### src/rtl/dc_pkg.sv
// Shared dcache definitions: line geometry, load-size encodings, the
// read-align FSM state type and the size-to-byte-count decode.
package dc_pkg;

  localparam int DC_LINE_BYTES = 16;
  localparam int DC_LINE_W     = 128;

  localparam logic [1:0] DC_SZ_1B = 2'b00;
  localparam logic [1:0] DC_SZ_2B = 2'b01;
  localparam logic [1:0] DC_SZ_4B = 2'b10;
  localparam logic [1:0] DC_SZ_8B = 2'b11;

  typedef enum logic [1:0] {
    DC_RD_IDLE = 2'd0,
    DC_RD_ACC1 = 2'd1,
    DC_RD_ACC2 = 2'd2,
    DC_RD_DONE = 2'd3
  } dc_rd_state_t;

  // Number of bytes moved by a load of the given size encoding.
  function automatic logic [3:0] dc_size_nbytes(input logic [1:0] size);
    logic [3:0] nb;
    case (size)
      DC_SZ_1B: nb = 4'd1;
      DC_SZ_2B: nb = 4'd2;
      DC_SZ_4B: nb = 4'd4;
      default:  nb = 4'd8;
    endcase
    return nb;
  endfunction

endpackage

### src/rtl/byte_rotate_right.sv
// Byte-granular right rotator: output byte i takes input byte (i + amt)
// modulo NUM_BYTES, so the byte at offset amt lands in byte 0.
module byte_rotate_right #(
  parameter int NUM_BYTES = 16
) (
  input  logic [3:0]             amt,
  input  logic [NUM_BYTES*8-1:0] din,
  output logic [NUM_BYTES*8-1:0] dout
);

  // Pure byte-lane permutation selected by the rotate amount.
  always_comb begin
    dout = '0;
    for (int i = 0; i < NUM_BYTES; i++) begin
      dout[i*8 +: 8] = din[((i + int'(amt)) % NUM_BYTES)*8 +: 8];
    end
  end

endmodule

### src/rtl/dc_rd_data_align.sv
// Load data aligner: issues one or two dcache line reads for a load,
// extracts the addressed bytes and returns a right-justified 64-bit result.
// Optional build macro DC_RD_SIGN_EXT_EN enables sign extension of
// sub-doubleword loads when ld_signed is set; otherwise results are
// always zero-extended.
module dc_rd_data_align
  import dc_pkg::*;
#(
  parameter int ADDR_W = 32
) (
  input  logic              clk,
  input  logic              rst,
  input  logic              ld_req,
  output logic              ld_rdy,
  input  logic [ADDR_W-5:0] ld_line_addr,
  input  logic [3:0]        ld_offset,
  input  logic [1:0]        ld_size,
  input  logic              ld_signed,
  output logic              dc_rd_req,
  output logic [ADDR_W-5:0] dc_rd_line_addr,
  input  logic              dc_rd_ack,
  input  logic [127:0]      dc_rd_data,
  output logic [63:0]       ld_data,
  output logic              ld_valid,
  output logic              ld_split
);

  localparam int LA_W = ADDR_W - 4;

  dc_rd_state_t    state;
  logic [LA_W-1:0] addr_q;
  logic [3:0]      off_q;
  logic [1:0]      size_q;
  logic            split_q;
  logic [63:0]     hold_q;

  logic [3:0]           nbytes_q;
  logic [4:0]           end_w;
  logic [DC_LINE_W-1:0] rot_line;
  logic [63:0]          rot64;
  logic [63:0]          merged;
  logic                 sext;

  // Zero- or sign-extend the low nb bytes of d to 64 bits.
  function automatic logic [63:0] fmt_result(input logic [63:0] d,
                                             input logic [3:0]  nb,
                                             input logic        sgn);
    logic [63:0] r;
    logic        fill;
    fill = sgn & d[int'(nb)*8-1];
    r    = d;
    for (int i = 0; i < 8; i++) begin
      if (i >= int'(nb)) r[i*8 +: 8] = {8{fill}};
    end
    return r;
  endfunction

  assign nbytes_q = dc_size_nbytes(size_q);
  assign end_w    = {1'b0, ld_offset} + {1'b0, dc_size_nbytes(ld_size)} - 5'd1;

  // Rotating both lines by the same offset right-justifies the first line
  // and puts the second line's leading bytes exactly at result byte 16-off.
  byte_rotate_right #(
    .NUM_BYTES(DC_LINE_BYTES)
  ) u_rot (
    .amt  (off_q),
    .din  (dc_rd_data),
    .dout (rot_line)
  );

  assign rot64 = rot_line[63:0];

`ifdef DC_RD_SIGN_EXT_EN
  logic signed_q;

  // Signed flag captured with the rest of the load descriptor.
  always_ff @(posedge clk) begin
    if (rst) begin
      signed_q <= 1'b0;
    end else if (state == DC_RD_IDLE && ld_req) begin
      signed_q <= ld_signed;
    end
  end

  assign sext = signed_q;

  logic unused_bits;
  assign unused_bits = ^rot_line[127:64];
`else
  assign sext = 1'b0;

  logic unused_bits;
  assign unused_bits = ^{ld_signed, rot_line[127:64]};
`endif

  // Second-access merge: bytes that wrapped past the first line come from
  // the freshly rotated second line, the rest from the holding register.
  always_comb begin
    merged = rot64;
    if (state == DC_RD_ACC2) begin
      for (int i = 0; i < 8; i++) begin
        if ((int'(off_q) + i) < DC_LINE_BYTES) merged[i*8 +: 8] = hold_q[i*8 +: 8];
      end
    end
  end

  // Access sequencer with registered handshake and result outputs.
  always_ff @(posedge clk) begin
    if (rst) begin
      state           <= DC_RD_IDLE;
      ld_rdy          <= 1'b1;
      dc_rd_req       <= 1'b0;
      dc_rd_line_addr <= '0;
      ld_data         <= '0;
      ld_valid        <= 1'b0;
      ld_split        <= 1'b0;
      hold_q          <= '0;
      addr_q          <= '0;
      off_q           <= '0;
      size_q          <= DC_SZ_1B;
      split_q         <= 1'b0;
    end else begin
      ld_valid <= 1'b0;
      case (state)
        DC_RD_IDLE: begin
          if (ld_req) begin
            addr_q          <= ld_line_addr;
            off_q           <= ld_offset;
            size_q          <= ld_size;
            split_q         <= end_w[4];
            ld_split        <= end_w[4];
            ld_rdy          <= 1'b0;
            dc_rd_req       <= 1'b1;
            dc_rd_line_addr <= ld_line_addr;
            state           <= DC_RD_ACC1;
          end
        end
        DC_RD_ACC1: begin
          if (dc_rd_ack) begin
            hold_q <= rot64;
            if (split_q) begin
              dc_rd_line_addr <= addr_q + LA_W'(1);
              state           <= DC_RD_ACC2;
            end else begin
              dc_rd_req <= 1'b0;
              ld_data   <= fmt_result(merged, nbytes_q, sext);
              ld_valid  <= 1'b1;
              state     <= DC_RD_DONE;
            end
          end
        end
        DC_RD_ACC2: begin
          if (dc_rd_ack) begin
            hold_q    <= merged;
            dc_rd_req <= 1'b0;
            ld_data   <= fmt_result(merged, nbytes_q, sext);
            ld_valid  <= 1'b1;
            state     <= DC_RD_DONE;
          end
        end
        default: begin
          ld_rdy <= 1'b1;
          state  <= DC_RD_IDLE;
        end
      endcase
    end
  end

endmodule
### config.mk
export PLATFORM = sky130hd
export DESIGN_NAME = dc_rd_data_align
export DESIGN_NICKNAME = d
export VERILOG_FILES = /design/src/rtl/dc_pkg.sv /design/src/rtl/byte_rotate_right.sv /design/src/rtl/dc_rd_data_align.sv
export SDC_FILE = /design/constraint.sdc
export NUM_CORES = 1
export LEC_CHECK = 0
export BUFFER_PORTS_ARGS = -buffer_cell sky130_fd_sc_hd__buf_2
export CELL_PAD_IN_SITES_DETAIL_PLACEMENT = 2
export CELL_PAD_IN_SITES_GLOBAL_PLACEMENT = 2
export CORE_ASPECT_RATIO = 1.75
export CORE_MARGIN = 2
export CORE_UTILIZATION = 39
export DETAILED_ROUTE_END_ITERATION = 8
export PLACE_DENSITY = 0.84
export SETUP_SLACK_MARGIN = 0.3
export SLEW_MARGIN = 20
export SYNTH_ARGS = -nofsm -noshare
export SYNTH_HDL_FRONTEND = slang
export SYNTH_SLANG_ARGS = --single-unit
export TNS_END_PERCENT = 100
### constraint.sdc
create_clock -name clk -period 10.8 [get_ports clk]
set_clock_uncertainty 0.05 [all_clocks]
set_input_delay 2.16 -clock clk [delete_from_list [all_inputs] [get_ports clk]]
set_output_delay 2.16 -clock clk [all_outputs]
set_load 0.01 [all_outputs]
# --- Word level (Yosys, flattened, before mapping) ---
# Cells that the tools add are included.
# Widths: inputs -> output; s select.
word_totals:
  memories: 0
  inputBits: 167
  ff_bits: 196
  romBits: 0
  word_cells: 131
  output_inout_bits: 96
  ramBits: 0
  latch_bits: 0
op_classes:
  mul: 0
  muxes: 46
  n_lt_le_gt_ge: 16
  n_bitwise: 8
  reduce_logical: 21
  div: 0
  addsub: 10
  shifts: 8
  n_eq_ne: 11
ops:
  columns: ["operator", "count"]
  rows:
  - ["$shiftx 128x8->8", 8]
  - ["$mux 64", 6]
  - ["$pmux 64 s2", 2]
  - ["$lt 32x6->1 const B", 7]
  - ["$mux 8", 16]
  - ["$mux 28", 3]
  - ["$pmux 28 s2", 1]
  - ["$add 28x1->28 const B", 1]
  - ["$reduce_or 4->1", 7]
  - ["$pmux 4 s3", 2]
  - ["$add 3x4->5 const A", 4]
  - ["$ge 3x4->1 const A", 4]
  - ["$add 2x4->5 const A", 2]
  - ["$ne 2x2->1 const B", 5]
  - ["$mux 1", 9]
  - ["$ge 1x4->1 const A", 2]
  - ["$ge 2x4->1 const A", 2]
  - ["$reduce_and 4->1", 2]
  - ["$and 1x1->1 const A", 7]
  - ["$eq 2x1->1 const B", 3]
  - ["$eq 2x2->1 const B", 3]
  - ["$logic_not 2->1", 3]
  - ["$mux 2", 3]
  - ["$pmux 2 s3", 1]
  - ["13 further kinds", 17]

# --- Longest topological paths before layout ---
depth:
  depth_word: 10
  mapped_depth: 14
  depth_no_buf: 8

# --- Hierarchy ---
# From an unflattened synthesis, not the netlist that was laid out.
unflattened:
  cells_unflattened: 1514
  area_unflattened_um2: 15842.7
by_module_without_submodules:
  columns: ["mod", "area_per_inst_um2", "instances", "cells_each", "seq_area_each_um2"]
  rows:
  - ["dc_rd_data_align", 8884.8, 1, 1078, 3923.8]
  - ["byte_rotate_right", 6957.9, 1, 436, 0.0]

# --- Least setup slack after synthesis ---
# Ideal clock, no wire load.
synth_path:
  path_kind: "reg2reg"
  start: "register off_q[1]"
  end: "register ld_data[54]"
  path_buffers: 7
  period_less_slack_ps: 3917
  arrival_ps: 3744
  path_slack_ps: 6883
  path_stages_with_launch: 14
  required_time_ps: 10627
  setup_time_ps: 123
  cell_sequence: "dfxtp_1 -> buf_2 -> buf_2 -> buf_2 -> buf_2 -> inv_1 -> ha_1 -> buf_2 -> buf_2 -> buf_2 -> mux4_2 -> mux4_2 -> a222oi_1 -> inv_1"
synth_between:
  elab_chain_cells: 10
  word_cells_on_any_way: 12
  cone_classes: "add/sub (1); order compare (1); shift (1); mux (7); bitwise (1); reduce/logical (1)"
synth_rtl:
  columns: ["item", "line_no", "rtl"]
  rows:
  - ["start, declared", "dc_rd_data_align.sv:32", "logic [3:0] off_q;"]
  - ["start signal, assigned", "dc_rd_data_align.sv:128", "off_q <= ld_offset;"]
  - ["$add 3x4->5 *", "byte_rotate_right.sv:15", "dout[i*8 +: 8] = din[((i + int'(amt)) % NUM_BYTES)*8 +: 8];"]
  - ["$reduce_or 4->1 (no line)", null, null]
  - ["$and 1x1->1 (no line)", null, null]
  - ["$shiftx 128x8->8", "byte_rotate_right.sv:15", null]
  - ["$mux 8", "dc_rd_data_align.sv:102", "if ((int'(off_q) + i) < DC_LINE_BYTES) merged[i*8 +: 8] = hold_q[i*8 +: 8];"]
  - ["$mux 64 *", "dc_rd_data_align.sv:100", "if (state == DC_RD_ACC2) begin"]
  - ["$mux 8 *", "dc_rd_data_align.sv:53", "if (i >= int'(nb)) r[i*8 +: 8] = {8{fill}};"]
  - ["$mux 64", "dc_rd_data_align.sv:141", "if (split_q) begin"]
  - ["$mux 64", "dc_rd_data_align.sv:139", "if (dc_rd_ack) begin"]
  - ["$pmux 64 s2 *", "dc_rd_data_align.sv:124", "case (state)"]
  - ["end signal, assigned", "dc_rd_data_align.sv:146", "ld_data <= fmt_result(merged, nbytes_q, sext);"]
  - ["end signal, assigned", "dc_rd_data_align.sv:156", "ld_data <= fmt_result(merged, nbytes_q, sext);"]
  - ["end, declared", "dc_rd_data_align.sv:23", "output logic [63:0] ld_data,"]
# Mark *: on every way between the ends. The rest lies on a longest branch, timed or not. The select of a mux whose other input is x is not followed.
# A chain may end at the register's enable or synchronous reset.

# --- Worst setup path after layout ---
layout_path:
  start: "register off_q[1]"
  end: "register ld_data[14]"
layout_between:
  elab_chain_cells: 10
  word_cells_on_any_way: 12
  cone_classes: "add/sub (1); order compare (1); shift (1); mux (7); bitwise (1); reduce/logical (1)"
layout_rtl:
  columns: ["item", "line_no"]
  rows:
  - ["$add 1x4->5 *", "byte_rotate_right.sv:15"]
  - ["$reduce_or 4->1 (no line)", null]
  - ["$and 1x1->1 (no line)", null]
  - ["$shiftx 128x8->8", "byte_rotate_right.sv:15"]
  - ["$mux 8", "dc_rd_data_align.sv:102"]
  - ["$mux 64 *", "dc_rd_data_align.sv:100"]
  - ["$mux 8 *", "dc_rd_data_align.sv:53"]
  - ["$mux 64", "dc_rd_data_align.sv:141"]
  - ["$mux 64", "dc_rd_data_align.sv:139"]
  - ["$pmux 64 s2 *", "dc_rd_data_align.sv:124"]
# Marked as above.

==> key figures <==
Outcome
  • Outcome: finished clean

Worst setup path
  • CP Class: reg2reg
  • CP max FO: 48
  • Crit. End Element: register
  • CP arrival: approximately 4700 ps
  • Crit path launch type: register
  • CP required: between 10000 and 15000 ps

Final layout
  • Final Net Count: 1949
  • Fillcell total: between 4000 and 5000
  • Synthesis-to-layout area growth: 14.87%
  • Fraction of layout cells with a size suffix above 1: 0.3285
  • Final Non-Filler Cells: around 2300

Synth
  • Synth Area in XOR/XNOR: 0.01417
  • Post-synthesis adder-cell area fraction: 0.01619
  • Multiplexer area fraction after synthesis: 0.3811
  • Synth Register Bits: 196
  • Dominant cell type by area after synthesis: dfxtp_1
  • Syn avg cell area: 9.755 um2
  • Unique masters post-synth: 56
  • Seq/Total Area, Yosys: 0.2539
  • Post-synth EDFFs: 0
  • Post-synth top area share: 0.2539
  • Mapped Area: around 15000 um2
  • Synth top cells by count: 196 x dfxtp_1, 161 x nand2_1, 154 x mux2i_1
  • Synth Area in Compound Gates: 0.1781
  • Main synth FF type: dfxtp_1
  • Synthesized netlist net count: 1771
  • Top cells by area, synth: dfxtp_1 25%, mux4_2 20%, mux2i_1 10%
  • Synth Area in Simple Gates: 0.1134
  • Post-Syn Instances: 1584
  • Largest family of logic cells by synthesized area: multiplexers
  • Most frequent cell after synthesis: dfxtp_1
  • Yosys warns: 0
  • Synth async-reset ratio: 0

Route
  • Routed WL: 70.01 mm
  • Residual DRC: 0
  • Post-route ant nets: 0
  • Vias per cell: 6.742
  • Total number of vias: approximately 15000
  • Pre-antenna DRT Iters: 5
  • Initial DRC count: approximately 970
  • Post-DR wirelength/cell: ~31 um

Pwr
  • PwrDens: 229.4 nW/um2
  • Lkg Pwr: 7.053 nW
  • Peak supply drop: approximately 130 uV

Floorplanning
  • Die Span Y: 267.3 um
  • # rows: 96
  • Initial Util: 0.3946
  • Ports: 263
  • Die W: between 150 and 200 um
  • Die ar.: 41290 um2
  • Placeable Area: around 39000 um2

Place
  • Routability cong.: 0.9499
  • # port buffers: 261
  • Placed insts: 2233
  • DPL Wire Length: 52.07 mm

GRT
  • First-pass GRT wire length: approximately 100 mm
  • Total gr overflow: 0
  • Largest net degree at the start of global routing: 70
  • Initial antenna violation count: 2
  • Vias in the first global route: 17020
  • Global-route usage over all layers: 0.3337

Clock tree
  • Gates resized, CTS repair: 0
  • Root Buffer: clkbuf_16
  • H-tree levels: 4
  • Total CTS buffers: 17
  • CTS max path bufs: 2
  • TritonCTS clock tree: yes
  • Sink Count: 196
  • Postcts setup bufs: 0
  • Clk slew on worst S/H paths: 80 ps
  • Cts hold-fix bufs: 0
  • Worst-Skew Late Latency: 470 ps

STA
  • Final hold slack: approximately 400 ps
  • Period utilization: 0.4091
  • Min Tclk post-route: 4418 ps
  • Final Max Slew Viols: 0
  • # setup viols final: 0
  • Worst Max-Slew Pin Slew: 1220 ps
  • FMAX: 226.3 MHz
  • RSZ-0062 raised after global routing: false
  • Slew HR: 0.1809
  • Final count of hold timing violations: 0
  • TNS Setup: 0 ps

Flow run
  • Max Cap Viol: 0

Min path
  • Worst hold path class: reg2reg
==> metrics by stage <==
stage	total power, W	instance area, um2	setup WS (ps)	utilization
after floorplan	0.002538	15450	6883	-
after global placement	0.003249	17130	6196	0.4373
after global routing	0.004263	17750	6261	0.4533
after CTS	0.004062	17740	6417	0.4530
final	0.004072	17750	6382	0.4533
after detailed placement	0.003372	17140	6119	0.4376
==> logic make-up after synthesis <==
kind of cell | Yosys count
flip-flops | 196
AO/OA/AOI/OAI | 395
buffers and inverters | 161
XOR/XNOR | 25
multiplexers | 398
adder cells (fa/ha/maj) | 20
AND/OR/NAND/NOR | 389
==> power by group <==
group	switching (W)	internal, W	leakage, nW
registers	0.000119	0.000883	1.60
logic	0.00149	0.000919	5.17
clock network	0.000345	0.000313	0.286
==> cell usage in the layout (no fill, tap or decap), types with 6 or more instances in the layout <==
master	count
a211o_1	6
a211oi_1	23
a21o_1	25
a21oi_1	102
a221o_1	8
a221oi_1	7
a222oi_1	6
a22o_1	64
a22oi_1	17
a32o_1	9
and2_1	10
and3_1	16
buf_2	260
buf_4	27
clkbuf_16	17
dfxtp_1	192
ha_1	18
inv_1	32
mux2_2	103
mux2i_1	154
mux4_2	138
nand2_1	161
nand2b_1	10
nand3_1	24
nand4_1	12
nor2_1	96
nor2b_1	13
nor3_1	19
nor4_1	8
o21ai_0	55
o221ai_1	13
o22ai_1	16
o32a_1	8
xnor2_1	13
xor2_1	8
==> final timing paths <==
path                                         start                          endpoint  slack (ps)  cells after the start
setup / recovery             off_q[1]$_SDFFE_PP0P_          ld_data[14]$_SDFFE_PP0P_        6380                      7
hold / removal    dc_rd_line_addr[12]$_SDFFE_PP0P_  dc_rd_line_addr[12]$_SDFFE_PP0P_         410                      2
setup reg to reg             off_q[1]$_SDFFE_PP0P_          ld_data[14]$_SDFFE_PP0P_        6380                      7
hold reg to reg   dc_rd_line_addr[12]$_SDFFE_PP0P_  dc_rd_line_addr[12]$_SDFFE_PP0P_         410                      2
==> sequential cells by signal, indices dropped and copies added (netlist names) <==
signal           count
addr_q              28
dc_rd_line_addr     28
dc_rd_req            1
hold_q              64
ld_data             64
ld_rdy               1
ld_valid             1
off_q                4
size_q               2
split_q              1
state                2
==> final cells by class <==
| type | instances | area [um2] | share of cell area |
|---|---|---|---|
| diodes | 2 | 5.005 | 0.0002820 |
| clock buffers | 17 | 425.4 | 0.02397 |
| clock inverters | 15 | 176.4 | 0.009939 |
| inverters | 33 | 123.9 | 0.006979 |
| multi-input cells | 1227 | 10970 | 0.6181 |
| flip-flops and latches | 196 | 3931 | 0.2215 |
| well taps | 490 | 613.1 | 0.03454 |
| repair buffers | 287 | 1504 | 0.08473 |
==> critical path: stages (launching register included) <==
cell     delay [ps]
dfxtp_4         810
inv_1           330
ha_4            780
buf_4           700
mux2_2          440
mux4_2          490
mux2i_1         410
o21ai_0         180
==> routing by layer <==
metal | global-route usage | vias to the layer above | wire length, um
met5 | 0 | - | 0
met1 | 0.3219 | 7800 | 22720
li1 | - | 6477 | -
met3 | 0.06828 | 277 | 4466
met2 | 0.5962 | 731 | 35920
met4 | 0.2968 | 0 | 6905
No activity file was read; power rests on OpenSTA's default activity.
